==> config.mk <==
export PLATFORM = sky130hd
export DESIGN_NAME = spi_sel_slave
export DESIGN_NICKNAME = d
export VERILOG_FILES = /design/src/rtl/spi_sel_slave.sv
export SDC_FILE = /design/constraint.sdc
export NUM_CORES = 1
export LEC_CHECK = 0
export BUFFER_PORTS_ARGS = -buffer_cell sky130_fd_sc_hd__buf_4
export CORE_AREA = 2 2 74 93
export DETAILED_ROUTE_END_ITERATION = 8
export DIE_AREA = 0 0 76 95
export GPL_ROUTABILITY_DRIVEN = 1
export MAX_ROUTING_LAYER = met4
export PLACE_DENSITY = 0.39
export RECOVER_POWER = 100
export SLEW_MARGIN = 20
export SYNTH_ARGS = -nofsm -noshare
export SYNTH_HDL_FRONTEND = slang
export SYNTH_SLANG_ARGS = --single-unit
==> constraint.sdc <==
create_clock -name clk -period 1.8 [get_ports clk]
set_input_delay 0.09 -clock clk [delete_from_list [all_inputs] [get_ports clk]]
set_output_delay 0.09 -clock clk [all_outputs]
set_load 0.1 [all_outputs]
==> src/rtl/spi_sel_slave.sv <==
// SPI mode-0 slave holding an analog-mux select word, oversampled in the clk domain.
// Write frames commit the select word on chip-select release; every frame shifts back {1, zeros, sel}.
module spi_sel_slave #(
  parameter int WIDTH       = 2,
  parameter int SYNC_STAGES = 2
) (
  input  logic             clk,
  input  logic             rst,
  input  logic             sclk,
  input  logic             cs_n,
  input  logic             mosi,
  output logic             miso,
  output logic [WIDTH-1:0] sel,
  output logic             sel_upd,
  output logic             frame_err,
  output logic             busy,
  output logic             dbg_state
);

  typedef enum logic {S_IDLE = 1'b0, S_SHIFT = 1'b1} state_t;

  logic [SYNC_STAGES-1:0] r_sclk_sync;
  logic [SYNC_STAGES-1:0] r_cs_sync;
  logic [SYNC_STAGES-1:0] r_mosi_sync;
  logic [SYNC_STAGES-1:0] r_fill;
  logic                   r_sclk_d;
  logic                   r_cs_d;
  logic                   r_armed;

  state_t                 r_state;
  logic [3:0]             r_cnt;
  logic [7:0]             r_rx;
  logic [6:0]             r_tx;
  logic                   r_miso;
  logic [WIDTH-1:0]       r_sel;
  logic                   r_sel_upd;
  logic                   r_frame_err;

  logic                   w_sclk_s;
  logic                   w_cs_s;
  logic                   w_mosi_s;
  logic                   w_sclk_rise;
  logic                   w_sclk_fall;
  logic                   w_cs_fall;
  logic                   w_cs_rise;
  logic [7:0]             w_tx_word;

  assign w_sclk_s    = r_sclk_sync[SYNC_STAGES-1];
  assign w_cs_s      = r_cs_sync[SYNC_STAGES-1];
  assign w_mosi_s    = r_mosi_sync[SYNC_STAGES-1];
  assign w_sclk_rise = w_sclk_s & ~r_sclk_d;
  assign w_sclk_fall = ~w_sclk_s & r_sclk_d;
  // A falling chip select only counts once cs_n has been seen high after reset,
  // so a frame already in progress at reset release is never captured.
  assign w_cs_fall   = r_cs_d & ~w_cs_s & r_armed;
  assign w_cs_rise   = w_cs_s & ~r_cs_d;
  assign w_tx_word   = 8'h80 | {{(8-WIDTH){1'b0}}, r_sel};

  always_ff @(posedge clk or negedge rst) begin
    if (!rst) begin
      r_sclk_sync <= '0;
      r_cs_sync   <= '1;
      r_mosi_sync <= '0;
      r_fill      <= '0;
      r_sclk_d    <= 1'b0;
      r_cs_d      <= 1'b1;
      r_armed     <= 1'b0;
    end else begin
      r_sclk_sync <= {r_sclk_sync[SYNC_STAGES-2:0], sclk};
      r_cs_sync   <= {r_cs_sync[SYNC_STAGES-2:0], cs_n};
      r_mosi_sync <= {r_mosi_sync[SYNC_STAGES-2:0], mosi};
      r_fill      <= {r_fill[SYNC_STAGES-2:0], 1'b1};
      r_sclk_d    <= w_sclk_s;
      r_cs_d      <= w_cs_s;
      if (r_fill[SYNC_STAGES-1] && w_cs_s) begin
        r_armed <= 1'b1;
      end
    end
  end

  always_ff @(posedge clk or negedge rst) begin
    if (!rst) begin
      r_state     <= S_IDLE;
      r_cnt       <= 4'd0;
      r_rx        <= 8'd0;
      r_tx        <= 7'd0;
      r_miso      <= 1'b0;
      r_sel       <= '0;
      r_sel_upd   <= 1'b0;
      r_frame_err <= 1'b0;
    end else begin
      r_sel_upd   <= 1'b0;
      r_frame_err <= 1'b0;
      case (r_state)
        S_IDLE: begin
          if (w_cs_fall) begin
            r_state <= S_SHIFT;
            r_cnt   <= 4'd0;
            r_rx    <= 8'd0;
            r_tx    <= w_tx_word[6:0];
            r_miso  <= w_tx_word[7];
          end
        end
        S_SHIFT: begin
          // Chip-select release takes priority over a coincident sclk edge.
          if (w_cs_rise) begin
            r_state <= S_IDLE;
            r_miso  <= 1'b0;
            if (r_cnt == 4'd8) begin
              if (r_rx[7]) begin
                r_sel     <= r_rx[WIDTH-1:0];
                r_sel_upd <= 1'b1;
              end
            end else begin
              r_frame_err <= 1'b1;
            end
          end else if (w_sclk_rise) begin
            r_rx <= {r_rx[6:0], w_mosi_s};
            if (r_cnt != 4'd15) begin
              r_cnt <= r_cnt + 4'd1;
            end
          end else if (w_sclk_fall) begin
            r_tx   <= {r_tx[5:0], 1'b0};
            r_miso <= (r_cnt < 4'd8) ? r_tx[6] : 1'b0;
          end
        end
        default: r_state <= S_IDLE;
      endcase
    end
  end

  assign miso      = r_miso;
  assign sel       = r_sel;
  assign sel_upd   = r_sel_upd;
  assign frame_err = r_frame_err;
  assign busy      = ~w_cs_s;
  assign dbg_state = r_state;

endmodule

======== After elaboration in Yosys (flattened, before gate mapping) ========
Cells that the tools add are included.
cells by class
  muxes and demuxes ....................... 30
  eq/ne operators ......................... 10
  reduce and logical (&&, ||, !) cells .... 6
  magnitude comparators ................... 1
  bitwise operators ....................... 10
  $add $sub $neg .......................... 1
operators by type and width
  operator                                                         count
  7-bit 2-to-1 mux                                                 4
  8-bit 2-to-1 mux                                                 3
  4-bit 2-to-1 mux                                                 4
  8-bit one-hot mux with 2 select lines                            1
  1-bit 2-to-1 mux                                                 14
  7-bit one-hot mux with 2 select lines                            1
  4-bit AND reduction                                              3
  4-bit one-hot mux with 2 select lines                            1
  2-bit by 1-bit != test with 1-bit output, second input constant  3
  2-bit != test, second input constant                             3
  3-bit AND reduction                                              2
  1-bit AND                                                        5
  1-bit NOT                                                        5
  4-bit by 1-bit adder with 4-bit output, second input constant    1
  4-bit equality test, second input constant                       1
  4-bit less-than comparator, second input constant                1
  4-bit != test, second input constant                             1
  1-bit one-hot mux with 2 select lines                            2
  3-bit by 1-bit != test with 1-bit output, second input constant  1
  3-bit by 2-bit != test with 1-bit output, second input constant  1
  1-bit logical AND                                                1
word-level totals
  logic and storage cells ................. 73
  register bits after elaboration ......... 36
  bits of input ports ..................... 5
  output and inout port bits .............. 7

======== Logic depth before layout (Yosys ltp) ========
Gate-level depths: netlist of the first run.
  depth after elaboration ................. 6
  gate-level depth with buffers ........... 6
  mapped depth without buffers ............ 6

======== Least setup slack after synthesis of the first run ========
Ideal clock, no wire load.
  path type ............................... register to register
  start ................................... register r_state, in the netlist dbg_state
  end ..................................... register r_sel[0], in the netlist sel[0]
  data required time ...................... 1.674 ns
  setup time .............................. 0.126 ns
  arrival time ............................ 1.821 ns
  period minus slack after synthesis ...... 1.947 ns
  stages on the path, launching flop included .. 3
  slack ................................... -0.147 ns
  path buffers ............................ 0
  cell sequence ........................... dfrtp_1 > and4_1 > mux2_2
on the way
  cells in the longest elaborated chain, start to end .. 1
RTL lines
  element                               line  RTL
  start: declaration                    30    state_t r_state;
  start signal: assignment              83    r_state <= S_IDLE;
  start signal: assignment              97    r_state <= S_SHIFT;
  start signal: assignment              107   r_state <= S_IDLE;
  4-bit AND reduction (no source line)  --
  end signal: assignment                111   r_sel <= r_rx[WIDTH-1:0];
  end: declaration                      35    logic [WIDTH-1:0] r_sel;
No other way between the ends.
A chain may end at the register's enable or synchronous reset.

======== Worst setup path in the final report of the first run ========
  start ................................... register r_cs_d
  end ..................................... register r_tx[4]
on the way
  cells in the longest elaborated chain, start to end .. 4
  elaborated cells on any way between the ends .. 7
  those cells by class .................... 2 x eq/ne; 4 x bitwise; 1 x reduce/logical
RTL lines
  element                                        line    RTL
  start: declaration                             27      logic r_cs_d;
  start signal: assignment                       74      r_cs_d <= w_cs_s;
  1-bit AND / 1-bit NOT (equally long branches)  55, 56
  1-bit AND, on equally long branches            55, 56
  2-bit != test (no source line)                 --
  4-bit AND reduction (no source line) (*)       --
  end signal: assignment                         100     r_tx <= w_tx_word[6:0];
  end signal: assignment                         123     r_tx <= {r_tx[5:0], 1'b0};
  end: declaration                               33      logic [6:0] r_tx;
Every way passes the cells marked *; elsewhere a longest branch is shown, timed or not.

==> reports/qor.log, run 1 <==
[die] ports placed on the boundary 12
[timing] Worst Tran Pin Value 0.900 ns
[status] run status finished clean
[die] core box area 6400 sq um
[synth] cell types with the largest area share after synthesis sky130_fd_sc_hd__dfrtp_1, sky130_fd_sc_hd__a21bo_2, sky130_fd_sc_hd__nand4_1
[place] number of cells after detailed placement 216
[cts] Setup Fix Bufs, Post-CTS 0
[synth] number of different library cells in the post-synthesis netlist 40
[synth] predominant post-synthesis flop cell sky130_fd_sc_hd__dfrtp_1
[synth] proportion of netlist area held by the largest area contributor 0.534
[worst_setup_path] Crit path required time 2.02 ns
[cts] post-cts sizing count 0
[place] pre-CTS setup slack 0.154 ns
[worst_setup_path] kind of capture point of the worst setup path register
[place] last weighted congestion value of the routability-driven placer 0.799
[cts] # hold bufs at CTS 4
[place] number of buffers added on ports 11
[synth] cell taking the most area after synthesis sky130_fd_sc_hd__dfrtp_1
[worst_setup_path] Crit-path slowest cell sky130_fd_sc_hd__dfstp_2
[worst_setup_path] slack of the worst reg-to-reg path 0.12 ns
[flow_run] Maximum Capacitance Violations 0
[drt] overall via count from detail_route 986
[worst_setup_path] CP max FO 12
[timing] unrepaired setup endpoints after global routing no
[timing] setup violators final 0
[worst_setup_path] largest stage delay on the critical path 0.55 ns
[cts] Clock Tree Root sky130_fd_sc_hd__clkbuf_8
[synth] mean instance size in the synthesized netlist 13.0 sq um
[pwr] Static Leakage 0.836 nW
[drt] Vias/cell 4.34
[timing] number of hold violations in the final report 0
[synth] #FFs+latches synth 36
[cts] depth of the CTS H-tree 2
[timing] Setup WS post-layout 0.124 ns
[min_path] worst hold path class register to register
[global_routing] gr ovfl total 0
[cells_and_area] Diodes inserted 0
[die] Std-Cell Rows 33
[cts] count of clock tree sinks 36
[cells_and_area] fin cells 227
[timing] Fin Hold WS 0.351 ns
[timing] crit path time final 1.68 ns
[global_routing] Total GRT Usage 0.0926
[synth] Mapped Cells 119
[die] die height 95 um
[place] detailed-placement wirelength estimate 1.96 mm
[synth] Syn Nets 126
[drt] first drt pass iteration count 4
[pwr] Max VDD drop 226 uV
[die] Die X 76 um
[timing] final setup skew 0.0106 ns
[cts] TritonCTS clock tree built
[drt] number of DRC violations after detailed routing 0
[drt] Iter 0 DRT Violations 42
[drt] DR WL/cell 12.7 um
[cts] Clock Latency Late Sink 0.29 ns
[timing] slew margin rel. 0.400
[worst_setup_path] endpoint arrival time on the critical path 1.89 ns
[timing] number of max-slew violations in the final report 0
[global_routing] number of global-route vias before repair 1075
[timing] Setup TNS Final 0 ns
[global_routing] number of antenna violations at the first check in global routing 0
[synth] sequential fraction of the synthesis area 0.585
[cts] clock input transition at the sequential cells of the worst setup and hold paths 0.07 ns
[cells_and_area] share of cells above drive strength 1 0.336
[die] effective utilization at floorplan 0.242
[global_routing] first-pass GRT wire length 5.08 mm
[die] die footprint 7220 sq um
[synth] post-synthesis instance area 1550 sq um
[timing] portion of the clock cycle consumed by the worst path in the final layout 0.931
[worst_setup_path] type of the worst setup path register to register
[global_routing] pin count of the biggest net entering global routing 37
[cells_and_area] growth of design area from synthesis to finish 18.9%
[worst_setup_path] cell-by-cell listing of the critical path nand2b_1, clkbuf_2, nand4_1, a21bo_2
[worst_setup_path] type of origin of the critical path register
[pwr] power density cells 979 nW/um^2
[cts] CTS max path bufs 2
[drt] remaining number of nets flagged by the antenna check after routing 0
[synth] Yosys Warn Count 0
[timing] highest achievable clock rate 597 MHz
[cells_and_area] total number of nets in the final design 147
[synth] number of enable flip-flop cells after synthesis 0
[synth] share of flip-flops with an asynchronous set or reset 1.00
[cts] number of CTS-inserted buffers 5
[drt] total detailed-routing wirelength 2.88 mm
[registers in the layout, indices dropped and copies added (netlist names)]
| name | count |
|---|---|
| r_cnt | 4 |
| r_mosi_sync | 2 |
| dbg_state | 1 |
| sel | 2 |
| sel_upd | 1 |
| r_sclk_sync | 2 |
| r_armed | 1 |
| r_cs_d | 1 |
| r_fill | 2 |
| miso | 1 |
| r_sclk_d | 1 |
| r_cs_sync | 2 |
| r_tx | 7 |
| frame_err | 1 |
| r_rx | 8 |
[metal layers]
layer	part of all wire	wire [um]	vias to the layer above	global-route usage
met4	0.024	70	0	0.0455
li1	-	-	473	-
met2	0.48	1370	15	0.152
met5	0	0	-	-
met3	0.032	91	6	0.0268
met1	0.47	1340	492	0.105
[power breakdown]
group	internal [mW]	leakage, nW	total, mW	switching [mW]
clock	0.341	0.0503	0.610	0.270
sequential	0.861	0.462	0.919	0.0578
combinational	0.0845	0.324	0.270	0.186
total	1.29	0.836	1.80	0.513
[Yosys cell counts (2+ instances only)]
cell	n
sky130_fd_sc_hd__dfrtp_1	33
sky130_fd_sc_hd__nand4_1	14
sky130_fd_sc_hd__a21bo_2	12
sky130_fd_sc_hd__inv_1	5
sky130_fd_sc_hd__nand2_1	4
sky130_fd_sc_hd__buf_6	3
sky130_fd_sc_hd__dfstp_2	3
sky130_fd_sc_hd__mux2_2	3
sky130_fd_sc_hd__nand3_1	3
sky130_fd_sc_hd__nor2_1	3
sky130_fd_sc_hd__a31oi_4	2
sky130_fd_sc_hd__buf_2	2
sky130_fd_sc_hd__ha_1	2
sky130_fd_sc_hd__nand2b_1	2
sky130_fd_sc_hd__nor3_1	2
sky130_fd_sc_hd__o21ai_0	2
[cells by family after synthesis]
family                     Yosys count  share of synthesized area
and+or+nand+nor                     37                      0.146
DFF                                 36                      0.585
AOI/OAI and AO/OA                   28                      0.176
buffers and inverters               11                     0.0429
muxes                                4                     0.0315
adders and majority gates            2                     0.0162
other                                1                    0.00242
[through the flow]
step,total power [mW],cell area [sq um],utilization
after floorplan,1.13,1550,-
after detailed placement,1.21,1730,0.270
after CTS,1.84,1860,0.291
after global placement,1.21,1730,0.270
final,1.80,1840,0.287
after global routing,1.89,1840,0.287
[worst max-delay path: cells and delay by family, from the launching register on]
| family | cells | cell delay, ns |
|---|---|---|
| AO/OA/AOI/OAI | 1 | 0.22 |
| flip-flops | 1 | 0.55 |
| AND/OR/NAND/NOR | 2 | 0.50 |
| buffers and inverters | 1 | 0.34 |
[area by class of cell]
cell class / instances / area (sq um)
Inverter: 6 / 22.5
Timing Repair Buffer: 19 / 133
Multi-Input combinational cell: 72 / 572
Tap cell: 87 / 109
Sequential cell: 36 / 906
Fill cell: 669 / 4560
Clock buffer: 7 / 96.3
[layout by cell type, fill, tap and decap left out, types with 2 or more instances in the layout]
| cell type | count |
|---|---|
| sky130_fd_sc_hd__a21bo_2 | 12 |
| sky130_fd_sc_hd__a31oi_4 | 2 |
| sky130_fd_sc_hd__buf_4 | 3 |
| sky130_fd_sc_hd__clkbuf_2 | 8 |
| sky130_fd_sc_hd__clkbuf_4 | 4 |
| sky130_fd_sc_hd__clkbuf_8 | 7 |
| sky130_fd_sc_hd__dfrtp_1 | 32 |
| sky130_fd_sc_hd__dfstp_2 | 3 |
| sky130_fd_sc_hd__dlygate4sd3_1 | 4 |
| sky130_fd_sc_hd__ha_1 | 2 |
| sky130_fd_sc_hd__inv_1 | 5 |
| sky130_fd_sc_hd__mux2_2 | 3 |
| sky130_fd_sc_hd__nand2_1 | 4 |
| sky130_fd_sc_hd__nand2b_1 | 2 |
| sky130_fd_sc_hd__nand3_1 | 3 |
| sky130_fd_sc_hd__nand4_1 | 14 |
| sky130_fd_sc_hd__nor2_1 | 3 |
| sky130_fd_sc_hd__nor3_1 | 2 |
| sky130_fd_sc_hd__o21ai_0 | 3 |
[path summary, 6_finish.rpt]
check                           from        end  depth (start not counted)
setup / recovery              r_cs_d    r_tx[4]                          4
hold / removal             r_fill[0]  r_fill[1]                          0
setup reg to reg              r_cs_d    r_tx[4]                          4
hold reg to reg            r_fill[0]  r_fill[1]                          0
max in group asynchronous        rst  dbg_state                          2
min in group asynchronous        rst    r_armed                          2
Power figures use the tool's default switching activity.
==> inputs of run 2 (changes only) <==
--- a/config.mk
+++ b/config.mk
@@ -11,7 +11,7 @@
 export DIE_AREA = 0 0 76 95
 export GPL_ROUTABILITY_DRIVEN = 1
 export MAX_ROUTING_LAYER = met4
-export PLACE_DENSITY = 0.39
+export PLACE_DENSITY = 0.41
 export RECOVER_POWER = 100
 export SLEW_MARGIN = 20
 export SYNTH_ARGS = -nofsm -noshare
==> constraint.sdc (replaced) <==
create_clock -name clk -period 1.47 [get_ports clk]
set_input_delay 0.0735 -clock clk [delete_from_list [all_inputs] [get_ports clk]]
set_output_delay 0.0735 -clock clk [all_outputs]
set_load 0.1 [all_outputs]
==> run 2 against run 1 <==
Compared with the run above: combinational power increased by 56%; sequential share of layout area decreased by 4.5 points; register-to-register slack got worse by 0.11 ns; hold slack improved by 0.0033 ns; utilization increased by 3.0 points; wire length increased by 10%; clock power increased by 43%; fmax increased by 15%; largest power group unchanged.
==> reports/qor.log, run 2 (synthesis results as in run 1) <==
[cts] number of CTS-inserted buffers 5 [unchanged]
[cells_and_area] largest registers r_rx (8), r_tx (7), r_cnt (4) [unchanged]
[global_routing] first-pass GRT wire length 5.48 mm [was 5.08 mm]
[drt] DR WL/cell 13.1 um [was 12.7 um]
[timing] final setup skew 0.00667 ns [was 0.0106 ns]
[timing] number of max-slew violations in the final report 0 [unchanged]
[die] die height 95 um [unchanged]
[timing] highest achievable clock rate 687 MHz [was 597 MHz]
[die] Std-Cell Rows 33 [unchanged]
[place] detailed-placement wirelength estimate 2.15 mm [was 1.96 mm]
[drt] overall via count from detail_route 1053 [was 986]
[timing] portion of the clock cycle consumed by the worst path in the final layout 0.990 [was 0.931]
[min_path] worst-case hold path end point r_fill[1] [unchanged]
[cells_and_area] fill cell instance count of the final layout 649 [was 669]
[global_routing] grt met1 use 0.116 [was 0.105]
[worst_setup_path] endpoint arrival time on the critical path 1.64 ns [was 1.89 ns]
[worst_setup_path] end of the worst register-to-register path r_tx[0] [was r_tx[4]]
[cts] count of clock tree sinks 36 [unchanged]
[cells_and_area] growth of design area from synthesis to finish 31.5% [was 18.9%]
[drt] number of DRC violations after detailed routing 0 [unchanged]
[timing] number of hold violations in the final report 0 [unchanged]
[flow_run] Maximum Capacitance Violations 0 [unchanged]
[place] number of buffers added on ports 11 [unchanged]
[worst_setup_path] kind of capture point of the worst setup path register [unchanged]
[status] run status finished clean [unchanged]
[cells_and_area] fin cells 242 [was 227]
[worst_setup_path] slack of the worst reg-to-reg path 0.01 ns [was 0.12 ns]
[die] ports placed on the boundary 12 [unchanged]
[die] effective utilization at floorplan 0.242 [unchanged]
[cells_and_area] share of cells above drive strength 1 0.458 [was 0.336]
[worst_setup_path] number of cells on the worst reg-to-reg path 6 [was 4]
[min_path] worst hold path depth 0 [unchanged]
[cells_and_area] register containing the most flip-flops in the final layout r_rx [unchanged]
[pwr] Max VDD drop 475 uV [was 226 uV]
[min_path] startpoint of the worst hold path r_fill[0] [unchanged]
[global_routing] Total GRT Usage 0.102 [was 0.0926]
[global_routing] gr ovfl total 0 [unchanged]
[timing] unrepaired setup endpoints after global routing yes [was no]
[cts] clock input transition at the sequential cells of the worst setup and hold paths 0.08 ns [was 0.07 ns]
[drt] remaining number of nets flagged by the antenna check after routing 0 [unchanged]
[cells_and_area] max reg flops 8 [unchanged]
[drt] Iter 0 DRT Violations 69 [was 42]
[global_routing] Top Usage Layer GRT met2 [unchanged]
[die] core box area 6400 sq um [unchanged]
[pwr] Power, Total 2.41 mW [was 1.80 mW]
[cells_and_area] most frequent standard cell in the layout excluding fill and tap cells sky130_fd_sc_hd__dfrtp_1 [unchanged]
[worst_setup_path] source of the worst register-to-register timing path r_cs_d [unchanged]
[place] number of cells after detailed placement 226 [was 216]
[timing] slew margin rel. 0.402 [was 0.400]
[worst_setup_path] type of origin of the critical path register [unchanged]
[place] last weighted congestion value of the routability-driven placer 0.765 [was 0.799]
[cells_and_area] total number of nets in the final design 161 [was 147]
[worst_setup_path] cell-by-cell listing of the critical path buf_6, nand3b_1, nor2_4, a31oi_4, buf_4, a32o_1 [was nand2b_1, clkbuf_2, nand4_1, a21bo_2]
[drt] first drt pass iteration count 4 [unchanged]
[cts] Clock Latency Late Sink 0.29 ns [about the same]
[cts] Clock Tree Root sky130_fd_sc_hd__clkbuf_8 [unchanged]
[worst_setup_path] Crit-path slowest cell sky130_fd_sc_hd__dfstp_2 [unchanged]
[die] Die X 76 um [unchanged]
[drt] Vias/cell 4.35 [was 4.34]
[global_routing] GR Layer Usage met2 0.165 [was 0.152]
[cells_and_area] commonest cells after routing, fill and taps aside sky130_fd_sc_hd__dfrtp_1, sky130_fd_sc_hd__buf_4, sky130_fd_sc_hd__nand4_1 [was sky130_fd_sc_hd__dfrtp_1, sky130_fd_sc_hd__nand4_1, sky130_fd_sc_hd__a21bo_2]
[cts] TritonCTS clock tree built [unchanged]
[worst_setup_path] CP max FO 4 [was 12]
[timing] Setup TNS Final 0 ns [unchanged]
[pwr] Static Leakage 0.922 nW [was 0.836 nW]
[global_routing] GR met3 Demand/Resource 0.0249 [was 0.0268]
[drt] total detailed-routing wirelength 3.17 mm [was 2.88 mm]
[pwr] power density cells 1190 nW/um^2 [was 979 nW/um^2]
[global_routing] number of antenna violations at the first check in global routing 0 [unchanged]
[timing] crit path time final 1.46 ns [was 1.68 ns]
[cts] CTS max path bufs 2 [unchanged]
[worst_setup_path] Crit path required time 1.65 ns [was 2.02 ns]
[timing] Worst Tran Pin Value 0.897 ns [was 0.900 ns]
[cts] depth of the CTS H-tree 2 [unchanged]
[min_path] worst hold path class register to register [unchanged]
[worst_setup_path] type of the worst setup path register to register [unchanged]
[global_routing] pin count of the biggest net entering global routing 37 [unchanged]
[worst_setup_path] largest stage delay on the critical path 0.54 ns [was 0.55 ns]
[timing] setup violators final 0 [unchanged]
[cells_and_area] Diodes inserted 0 [unchanged]
[die] die footprint 7220 sq um [unchanged]
[global_routing] number of global-route vias before repair 1091 [was 1075]
-- run 2: cell count changes in the layout (fill, tap and decap cells not counted), sizes merged --
cell,delta
buf,+22
bufinv,+1
clkbuf,-10
clkinv,+1
clkinvlp,+1
-- run 2: per-layer routing --
layer / up-vias / routed length (um)
li1: 499 / -
met1: 536 / 1370
met2: 10 / 1630
met3: 8 / 75
met4: 0 / 102
met5: - / 0
-- run 2: critical path, delay by kind of cell, from the launching register on --
| family | cells | cell delay (ns) |
|---|---|---|
| AOI/OAI and AO/OA | 2 | 0.26 |
| DFF | 1 | 0.54 |
| buffers and inverters | 2 | 0.27 |
| and+or+nand+nor | 2 | 0.30 |
-- run 2: timing repair --
action                                  CTS  global route
gates resized for setup                   5            10
cloned                                    0             0
pin swaps                                 3            16
hold endpoints to repair                 36             0
endpoints found under the setup margin   17            19
hold buffers                              4             0
setup buffers                             3             1
-- run 2: cell type report --
type / count / area, sq um / share of cell area
clock buffers: 5 / 68.8 / 0.0338
inverters: 6 / 22.5 / 0.0111
multi-input cells: 72 / 611 / 0.300
clock inverters: 3 / 42.5 / 0.0209
repair buffers: 33 / 270 / 0.133
well taps: 87 / 109 / 0.0535
flip-flops and latches: 36 / 910 / 0.447
-- run 2: worst max-delay path by stage --
| stage | depth (start not counted) | startpoint | end | slack (ns) |
|---|---|---|---|---|
| floorplan | 3 | dbg_state | r_tx[1] | 0.05 |
| finish | 6 | r_cs_d | r_tx[0] | 0.01 |
| global placement | 3 | r_cs_sync[1] | r_tx[1] | -0.08 |
| CTS | 6 | r_cs_d | r_tx[5] | 0.0002 |
| detailed placement | 3 | r_cs_sync[1] | r_tx[1] | -0.12 |
| global route | 6 | r_cnt[1] | sel[0] | -0.05 |
-- run 2: where the power goes --
part           leakage, nW  internal [mW]  switching (mW)
Combinational        0.408          0.166           0.257
Sequential           0.460           1.06          0.0620
Clock               0.0541          0.502           0.373
Total                0.922           1.72           0.691
-- run 2: through the flow --
stage | util | worst slack (ns) | hold WS, ns | area, sq um
after floorplan | - | 0.0476 | -0.222 | 1550
after global placement | 0.282 | -0.0827 | 0.0578 | 1800
after detailed placement | 0.282 | -0.121 | 0.0656 | 1800
after CTS | 0.311 | 0.000178 | 0.286 | 1990
after global routing | 0.318 | -0.0457 | 0.359 | 2030
final | 0.318 | 0.0141 | 0.354 | 2030
==> inputs of run 3 (changes only) <==
--- a/config.mk
+++ b/config.mk
@@ -13,6 +13,7 @@
 export MAX_ROUTING_LAYER = met4
 export PLACE_DENSITY = 0.41
 export RECOVER_POWER = 100
+export SETUP_SLACK_MARGIN = 0.5
 export SLEW_MARGIN = 20
 export SYNTH_ARGS = -nofsm -noshare
 export SYNTH_HDL_FRONTEND = slang
==> run 3 against run 2 <==
Compared with the run above: final area increased by 6.3%; cell count rose by 3.7%; power is 3.1% higher; sequential cell count is the same; clock-buffer cell count is the same; fmax increased by 0.34%; register-to-register slack is essentially flat; die area unchanged; worst setup slack improved by 0.0049 ns; clock skew barely moved; critical path type unchanged; highest routed layer unchanged.
==> reports/qor.log, run 3 (synthesis results as in run 1) <==
[status] run status finished clean [unchanged]
[global_routing] first-pass GRT wire length 5.49 mm [was 5.48 mm]
[die] Die X 76 um [unchanged]
[timing] crit path time final 1.45 ns [was 1.46 ns]
[timing] slew margin rel. 0.398 [was 0.402]
[timing] setup violators final 0 [unchanged]
[place] detailed-placement wirelength estimate 2.11 mm [was 2.15 mm]
[cts] number of CTS-inserted buffers 5 [unchanged]
[drt] overall via count from detail_route 1082 [was 1053]
[cells_and_area] area taken by flip-flops and latches 912 sq um [was 910 sq um]
[worst_setup_path] Crit-path slowest cell sky130_fd_sc_hd__dfrtp_1 [was sky130_fd_sc_hd__dfstp_2]
[place] number of buffers added on ports 11 [unchanged]
[cts] clock input transition at the sequential cells of the worst setup and hold paths 0.08 ns [about the same]
[pwr] power density cells 1150 nW/um^2 [was 1190 nW/um^2]
[cells_and_area] Diodes inserted 0 [unchanged]
[timing] Fin Hold WS 0.352 ns [was 0.354 ns]
[worst_setup_path] largest stage delay on the critical path 0.38 ns [was 0.54 ns]
[drt] highest metal layer with signal wires met4 [unchanged]
[global_routing] pin count of the biggest net entering global routing 37 [unchanged]
[cells_and_area] area of the multi-input gates 648 sq um [was 611 sq um]
[worst_setup_path] Crit path required time 1.64 ns [was 1.65 ns]
[place] last weighted congestion value of the routability-driven placer 0.765 [unchanged]
[cts] Clock Latency Late Sink 0.29 ns [about the same]
[pwr] Max VDD drop 486 uV [was 475 uV]
[cells_and_area] max reg flops 8 [unchanged]
[cts] CTS max path bufs 2 [unchanged]
[drt] Met1 Wirelength 1.33 mm [was 1.37 mm]
[cells_and_area] total number of nets in the final design 170 [was 161]
[cells_and_area] register containing the most flip-flops in the final layout r_rx [unchanged]
[timing] portion of the clock cycle consumed by the worst path in the final layout 0.987 [was 0.990]
[flow_run] Maximum Capacitance Violations 0 [unchanged]
[worst_setup_path] slack of the worst reg-to-reg path 0.02 ns [was 0.01 ns]
[global_routing] Total GRT Usage 0.103 [was 0.102]
[die] effective utilization at floorplan 0.242 [unchanged]
[die] core box area 6400 sq um [unchanged]
[place] Placement Cell Area 1830 sq um [was 1800 sq um]
[timing] highest achievable clock rate 689 MHz [was 687 MHz]
[die] die height 95 um [unchanged]
[worst_setup_path] endpoint arrival time on the critical path 1.62 ns [was 1.64 ns]
[worst_setup_path] type of the worst setup path register to register [unchanged]
[worst_setup_path] type of origin of the critical path register [unchanged]
[drt] Vias/cell 4.31 [was 4.35]
[timing] number of max-slew violations in the final report 0 [unchanged]
[timing] Worst Tran Pin Value 0.903 ns [was 0.897 ns]
[die] ports placed on the boundary 12 [unchanged]
[worst_setup_path] CP max FO 3 [was 4]
[worst_setup_path] kind of capture point of the worst setup path register [unchanged]
[cts] TritonCTS clock tree built [unchanged]
[min_path] startpoint of the worst hold path r_sclk_sync[0] [was r_fill[0]]
[timing] unrepaired setup endpoints after global routing yes [unchanged]
[drt] remaining number of nets flagged by the antenna check after routing 0 [unchanged]
[drt] met3 wire length 105 um [was 75 um]
[drt] total detailed-routing wirelength 3.16 mm [was 3.17 mm]
[drt] first drt pass iteration count 4 [unchanged]
[global_routing] number of antenna violations at the first check in global routing 0 [unchanged]
[min_path] worst hold path class register to register [unchanged]
[global_routing] number of global-route vias before repair 1106 [was 1091]
[drt] routed length on met2 1.62 mm [was 1.63 mm]
[worst_setup_path] number of cells on the worst reg-to-reg path 6 [unchanged]
[worst_setup_path] cell-by-cell listing of the critical path inv_1, ha_2, nand2_2, nor2_4, and4_4, mux2_4 [was buf_6, nand3b_1, nor2_4, a31oi_4, buf_4, a32o_1]
[drt] Iter 0 DRT Violations 69 [unchanged]
[min_path] worst hold path depth 0 [unchanged]
[worst_setup_path] end of the worst register-to-register path sel[0] [was r_tx[0]]
[cells_and_area] share of cells above drive strength 1 0.543 [was 0.458]
[cts] depth of the CTS H-tree 2 [unchanged]
[cells_and_area] growth of design area from synthesis to finish 39.8% [was 31.5%]
[cts] Clock Tree Root sky130_fd_sc_hd__clkbuf_8 [unchanged]
[pwr] Static Leakage 0.981 nW [was 0.922 nW]
[die] die footprint 7220 sq um [unchanged]
[die] Std-Cell Rows 33 [unchanged]
[min_path] worst-case hold path end point r_sclk_sync[1] [was r_fill[1]]
[cells_and_area] Finished Cell Area 2160 sq um [was 2030 sq um]
[timing] number of hold violations in the final report 0 [unchanged]
[global_routing] gr ovfl total 0 [unchanged]
[cells_and_area] fill cell instance count of the final layout 655 [was 649]
[drt] number of DRC violations after detailed routing 0 [unchanged]
[cells_and_area] commonest cells after routing, fill and taps aside sky130_fd_sc_hd__dfrtp_1, sky130_fd_sc_hd__buf_4, sky130_fd_sc_hd__nand4_1 [unchanged]
[worst_setup_path] source of the worst register-to-register timing path r_cnt[0] [was r_cs_d]
[timing] final setup skew 0.00655 ns [was 0.00667 ns]
[cells_and_area] largest registers r_rx (8), r_tx (7), r_cnt (4) [unchanged]
[cts] count of clock tree sinks 36 [unchanged]
[drt] DR WL/cell 12.6 um [was 13.1 um]
[cells_and_area] most frequent standard cell in the layout excluding fill and tap cells sky130_fd_sc_hd__dfrtp_1 [unchanged]
==> run 3: how the worst max path moves through the flow <==
| stage | startpoint | to | slack [ns] | cells past startpoint |
|---|---|---|---|---|
| 4_1_cts | r_cnt[0] | sel[1] | 0.02 | 6 |
| 6_report | r_cnt[0] | sel[0] | 0.02 | 6 |
| 3_3_place_gp | r_cs_sync[1] | r_tx[1] | -0.06 | 4 |
| 2_1_floorplan | dbg_state | r_tx[1] | 0.05 | 3 |
| 5_1_grt | r_cnt[0] | sel[0] | -0.05 | 6 |
| 3_5_place_dp | r_cs_sync[1] | r_tx[1] | -0.05 | 4 |
==> run 3: layer usage <==
layer | track usage | up-vias
met1 | 0.115 | 536
met2 | 0.163 | 19
met3 | 0.0296 | 8
met4 | 0.0652 | 0
li1 | - | 519
met5 | - | -
==> run 3: final cells by class <==
| cell class | count | share of cell area |
|---|---|---|
| Sequential cell | 36 | 0.422 |
| Multi-Input combinational cell | 72 | 0.300 |
| Timing Repair Buffer | 42 | 0.165 |
| Tap cell | 87 | 0.0503 |
| Clock buffer | 5 | 0.0318 |
| Clock inverter | 3 | 0.0197 |
| Inverter | 6 | 0.0116 |
==> run 3: report_power, final <==
group          internal (mW)  switching [mW]
Clock                  0.502           0.366
Sequential              1.06          0.0510
Combinational          0.220           0.295
Total                   1.78           0.711
==> run 3: worst max-delay path: cells and delay by family (launching register included) <==
family | cells | cell delay [ns]
simple gates | 3 | 0.43
buf+inv | 1 | 0.06
mux | 1 | 0.30
flops | 1 | 0.38
fa+ha+maj | 1 | 0.17
==> run 3: stage by stage <==
stage	setup WS (ns)	power, mW	setup TNS (ns)	cells	util
after floorplan	0.0476	1.40	0	119	-
after global placement	-0.0564	1.53	-0.0871	228	0.286
after detailed placement	-0.0450	1.53	-0.0999	228	0.286
after CTS	0.0204	2.49	0	248	0.333
after global routing	-0.0530	2.62	-0.416	251	0.338
final	0.0190	2.49	0	251	0.338
==> run 3: timing repair <==
item,CTS,global route
pin swaps,11,5
setup buffers,8,3
endpoints found under the hold margin,36,0
gates resized for setup,24,18
hold buffers,4,0
setup endpoints to repair,32,31
gates cloned,0,0
